===== config.mk =====
export PLATFORM = sky130hd
export DESIGN_NAME = mem_init_seq
export DESIGN_NICKNAME = d
export VERILOG_FILES = /design/src/rtl/cnn_pkg.sv /design/src/rtl/mem_init_seq.sv
export SDC_FILE = /design/constraint.sdc
export NUM_CORES = 1
export LEC_CHECK = 0
export BUFFER_PORTS_ARGS = -buffer_cell sky130_fd_sc_hd__buf_2
export CAP_MARGIN = 40
export CORE_MARGIN = 2
export CORE_UTILIZATION = 30
export DETAILED_ROUTE_END_ITERATION = 8
export PLACE_DENSITY = 0.54
export SLEW_MARGIN = 40
export SYNTH_ARGS = -nofsm -noshare
export SYNTH_HDL_FRONTEND = slang
export SYNTH_SLANG_ARGS = --single-unit

===== constraint.sdc =====
create_clock -name clk -period 1.67 [get_ports clk]
set_clock_uncertainty 0.15 [all_clocks]
set_input_delay 0.2505 -clock clk [delete_from_list [all_inputs] [get_ports clk]]
set_output_delay 0.2505 -clock clk [all_outputs]
set_load 0.02 [all_outputs]

===== src/rtl/cnn_pkg.sv =====
// rtl/cnn_pkg.sv - shared CNN accelerator types and constants
package cnn_pkg;

    // Memory initialisation sequencer states
    typedef enum logic [1:0] {
        INIT_CLEAR  = 2'd0,
        INIT_VERIFY = 2'd1,
        INIT_DONE   = 2'd2
    } init_state_t;

    // Default value written to every RAM word during initialisation
    localparam logic [15:0] INIT_FILL_DEFAULT = 16'h0000;

endpackage


===== src/rtl/mem_init_seq.sv =====
// rtl/mem_init_seq.sv - post-reset RAM fill sequencer; optional read-back check under MEM_INIT_VERIFY_EN
module mem_init_seq
    import cnn_pkg::*;
#(
    parameter int                ADDR_W = 10,
    parameter int                DATA_W = 16,
    parameter int                DEPTH  = 1024,
    parameter logic [DATA_W-1:0] FILL   = DATA_W'(INIT_FILL_DEFAULT)
) (
    input  logic              clk,
    input  logic              rst,
    input  logic              init_req,
    output logic              mem_we,
    output logic              mem_re,
    output logic [ADDR_W-1:0] mem_addr,
    output logic [DATA_W-1:0] mem_wdata,
    input  logic [DATA_W-1:0] mem_rdata,
    output logic              busy,
    output logic              init_done,
    output logic              init_err
);

    // One extra bit so a full 2^ADDR_W sweep ends on DEPTH instead of wrapping to 0
    localparam logic [ADDR_W:0] END_CNT = (ADDR_W+1)'(DEPTH);
    localparam logic [ADDR_W:0] ONE_CNT = (ADDR_W+1)'(1);

    init_state_t     state;
    logic [ADDR_W:0] cnt;

`ifdef MEM_INIT_VERIFY_EN
    logic err_acc;
    logic rd_mismatch;

    // Read data on the bus belongs to the read issued on the previous edge
    assign rd_mismatch = (mem_rdata != FILL);
`else
    logic unused_rdata;

    assign unused_rdata = ^mem_rdata;
`endif

    // Sequencer FSM: address sweep, optional read-back, done/restart handling
    always_ff @(posedge clk) begin
        if (rst) begin
            state     <= INIT_CLEAR;
            cnt       <= '0;
            mem_we    <= 1'b0;
            mem_re    <= 1'b0;
            mem_addr  <= '0;
            mem_wdata <= FILL;
            busy      <= 1'b0;
            init_done <= 1'b0;
            init_err  <= 1'b0;
`ifdef MEM_INIT_VERIFY_EN
            err_acc   <= 1'b0;
`endif
        end else begin
            mem_wdata <= FILL;
            case (state)
                INIT_CLEAR: begin
                    if (cnt != END_CNT) begin
                        // Issue the write for the current count
                        mem_we   <= 1'b1;
                        busy     <= 1'b1;
                        mem_addr <= cnt[ADDR_W-1:0];
                        cnt      <= cnt + ONE_CNT;
                    end else begin
                        // Last write already issued on the previous edge
                        mem_we <= 1'b0;
`ifdef MEM_INIT_VERIFY_EN
                        // Start the read-back directly so no idle cycle is lost
                        mem_re   <= 1'b1;
                        mem_addr <= '0;
                        cnt      <= ONE_CNT;
                        busy     <= 1'b1;
                        err_acc  <= 1'b0;
                        state    <= INIT_VERIFY;
`else
                        busy      <= 1'b0;
                        init_done <= 1'b1;
                        cnt       <= '0;
                        state     <= INIT_DONE;
`endif
                    end
                end
`ifdef MEM_INIT_VERIFY_EN
                INIT_VERIFY: begin
                    if (cnt != END_CNT) begin
                        // Next read while checking the word returned for the previous one
                        mem_re   <= 1'b1;
                        mem_addr <= cnt[ADDR_W-1:0];
                        cnt      <= cnt + ONE_CNT;
                        err_acc  <= err_acc | rd_mismatch;
                    end else begin
                        // This edge samples the data of the final read
                        mem_re    <= 1'b0;
                        busy      <= 1'b0;
                        init_done <= 1'b1;
                        init_err  <= err_acc | rd_mismatch;
                        cnt       <= '0;
                        state     <= INIT_DONE;
                    end
                end
`endif
                INIT_DONE: begin
                    if (init_req) begin
                        // Restart takes effect on this very edge with the write to address 0
                        mem_we    <= 1'b1;
                        mem_re    <= 1'b0;
                        busy      <= 1'b1;
                        init_done <= 1'b0;
                        init_err  <= 1'b0;
                        mem_addr  <= '0;
                        cnt       <= ONE_CNT;
                        state     <= INIT_CLEAR;
`ifdef MEM_INIT_VERIFY_EN
                        err_acc   <= 1'b0;
`endif
                    end else begin
                        mem_we    <= 1'b0;
                        mem_re    <= 1'b0;
                        busy      <= 1'b0;
                        init_done <= 1'b1;
                    end
                end
                default: begin
                    // Unreachable encoding: fall back to a fresh sweep
                    mem_we    <= 1'b0;
                    mem_re    <= 1'b0;
                    busy      <= 1'b0;
                    init_done <= 1'b0;
                    init_err  <= 1'b0;
                    cnt       <= '0;
                    state     <= INIT_CLEAR;
                end
            endcase
        end
    end

endmodule


==> qor.yml <==
outcome:
  status: "finished, violations left"
  failed_checks: "negative setup slack"
flow_run:
  maxCapViolCount: 0
worst_setup_path:
  crit_type: "register to register"
  crit_path_cell_trace: "inv_4, ha_4, nor4b_4, a311oi_2, buf_4, buf_8, a31oi_1, a31oi_1"
  cp_max_fo: 6
  path_common_cell: "a31oi_1"
  path_delay_family: "buffers and inverters"
  crit_required_ns: 1.66
  cp_num_buf_inv: 3
  endpoint_kind: "register"
  start_kind: "register"
  arrival_ns: 1.77
  critPathMaxStageDelay_ns: 0.36
  crit_slowest_cell: "dfxtp_4"
yosys:
  ys_seq_elements: 24
  synth_top_area_share_pct: 40.89
  synth_area_per_cell_um2: 9.038
  ys_seq_area_share_pct: 40.89
  yosysTopAreaCell: "dfxtp_1"
  synthTopCellsByArea: "dfxtp_1, buf_4, a22o_1"
  synthTopCellsByCount: "dfxtp_1, buf_4, nand2_1"
  ys_warn_count: 0
  synth_edf_count: 0
  yosysMostFrequentCell: "dfxtp_1"
  syn_inst: 130
  synth_ff_type: "dfxtp_1"
  syn_area_um2: 1175
  ys_types: 32
  async_flop_share_pct: 0
cts:
  holdBufCountCts: 0
  tritoncts: "built"
  clk_latency_ns: 0.27
  cts.sinks: 24
  clockBufferDepth: 2
  path_clk_slew_ns: 0.09
  root_buffer: "clkbuf_8"
  numCtsBuffers: 3
  htree_levels: 1
placement:
  port_buffers: 15
  routabilityCongestion: 0.8135
  place_ws_ns: -0.06692
  place_area_um2: 1426
  place_inst: 213
  hpwl_um: 2002
die:
  core_area_um2: 3716
  ioPinCount: 50
  start_util_pct: 31.62
  dieArea_um2: 4433
  num_rows: 22
  fp.dieH_um: 66.58
  die_width_um: 66.58
drt:
  num_vias: 1037
  ant_nets: 0
  top_layer: "met4"
  met3_length_um: 80
  drt-total-wl_um: 2727
  drtIter0Drc: 34
  wl_met1_um: 1244
  vias_per_cell: 4.714
  drc: 0
  wire_per_inst_um: 12.40
  met2_length_um: 1344
  dr.pass1.iters: 3
worst_hold_path:
  min_path_type: "primary input to register"
global_routing:
  track_usage_pct: 12.91
  grt_remaining_overflow: 0
  grt_pass1_vias: 960
  grt_antenna_before_repair: 0
  grt_start_max_net_pins: 14
  grt_first_pass_wirelength_um: 4291
timing:
  setup_viol: 16
  timing.final.ws_setup_ns: -0.1093
  fmax_mhz: 562.0
  hold_viol: 0
  finalSetupTns_ns: -1.151
  maxSlewViolCount: 0
  period_share_pct: 106.5
  rsz0062_at_grt: "true"
  fin_crit_ns: 1.779
final_layout:
  final_nets: 194
  area_growth_syn_to_layout_pct: 35.14
  diodes: 0
  final_layout_size_suffix_gt1_share_pct: 36.05
  fin_cells: 220
  final_area_um2: 1588
  fillers: 388
power:
  peakVddDrop_mv: 0.2411
  p_per_area_nw_per_um2: 735.2
  p_leak_nw: 0.7018
## metal layers
metal	vias up	global-route usage [%]
met5	-	0
met4	0	6.122
met3	5	2.027
met2	19	21.88
met1	495	15.86
li1	518	-
## flip-flops by register name, summed over array words and instances (netlist names)
| name | cells |
|---|---|
| cnt | 11 |
| mem_addr | 10 |
| busy | 1 |
| init_done | 1 |
| state | 1 |
## kinds of logic after synthesis
group / share of synthesized area [%]
AO/OA/AOI/OAI: 23.75
adder cells (fa/ha/maj): 2.130
buffers and inverters: 14.38
flip-flops: 40.89
multiplexers: 0.8520
other: 0.3192
AND/OR/NAND/NOR: 17.68
## cell type report
class | instances | area (um^2) | share of cell area [%]
multi-input combinational | 99 | 653.1 | 41.13
timing repair buffer | 43 | 334.1 | 21.04
clock buffer | 4 | 45.04 | 2.837
inverter | 2 | 10.01 | 0.6304
tap | 48 | 60.06 | 3.783
sequential | 24 | 485.5 | 30.58
## tightest hold or removal path, cell delays in order
cell	delay [ns]
buf_2	0.11
nand2_1	0.05
nand3b_1	0.07
a21oi_1	0.06
## cells in the final DEF (no fill, tap or decap), types with 2 or more instances in the layout
| cell type | n |
|---|---|
| a21oi_2 | 4 |
| dfxtp_1 | 22 |
| nor3_1 | 3 |
| buf_8 | 2 |
| a22o_1 | 8 |
| nand3_1 | 3 |
| a21oi_1 | 3 |
| a31oi_1 | 8 |
| nand2b_1 | 3 |
| conb_1 | 18 |
| buf_4 | 23 |
| buf_2 | 15 |
| nand2_1 | 12 |
| clkbuf_8 | 3 |
| o21ai_1 | 6 |
| o21ai_0 | 2 |
| nor4b_4 | 2 |
| nand3b_1 | 2 |
| nor2_1 | 7 |
## report_power, final
| group | switching [mW] | leakage (nW) | total (mW) | internal [mW] |
|---|---|---|---|---|
| Sequential | 0.0151 | 0.196 | 0.608 | 0.593 |
| Combinational | 0.119 | 0.483 | 0.202 | 0.0835 |
| Clock | 0.186 | 0.0228 | 0.357 | 0.171 |
| Total | 0.320 | 0.702 | 1.17 | 0.847 |
## worst paths after layout
path                           from                        to  slack (ns)  cells past startpoint
max             cnt[0]$_SDFFE_PP0P_      cnt[10]$_SDFFE_PP0P_       -0.11                      8
min                        init_req  mem_addr[0]$_SDFFE_PP0P_        0.16                      4
max reg2reg     cnt[0]$_SDFFE_PP0P_      cnt[10]$_SDFFE_PP0P_       -0.11                      8
min reg2reg  init_done$_SDFFE_PP0P_    init_done$_SDFFE_PP0P_        0.30                      1
## metrics by stage
step | hold slack, ns | power [mW] | utilization (%)
2_1_floorplan | 0.2805 | 0.7637 | -
3_3_place_gp | 0.2811 | 0.7853 | 38.38
3_5_place_dp | 0.2886 | 0.7891 | 38.38
4_1_cts | 0.1589 | 1.152 | 40.20
5_1_grt | 0.1877 | 1.221 | 42.73
6_report | 0.1584 | 1.167 | 42.73
## what timing repair did
action / in CTS / in global routing
resized for setup: 3 / 13
buffers inserted: 1 / 2
pin swaps: 2 / 5
cloned: 0 / 1
setup endpoints to repair: 15 / 20
Power figures use the tool's default switching activity.
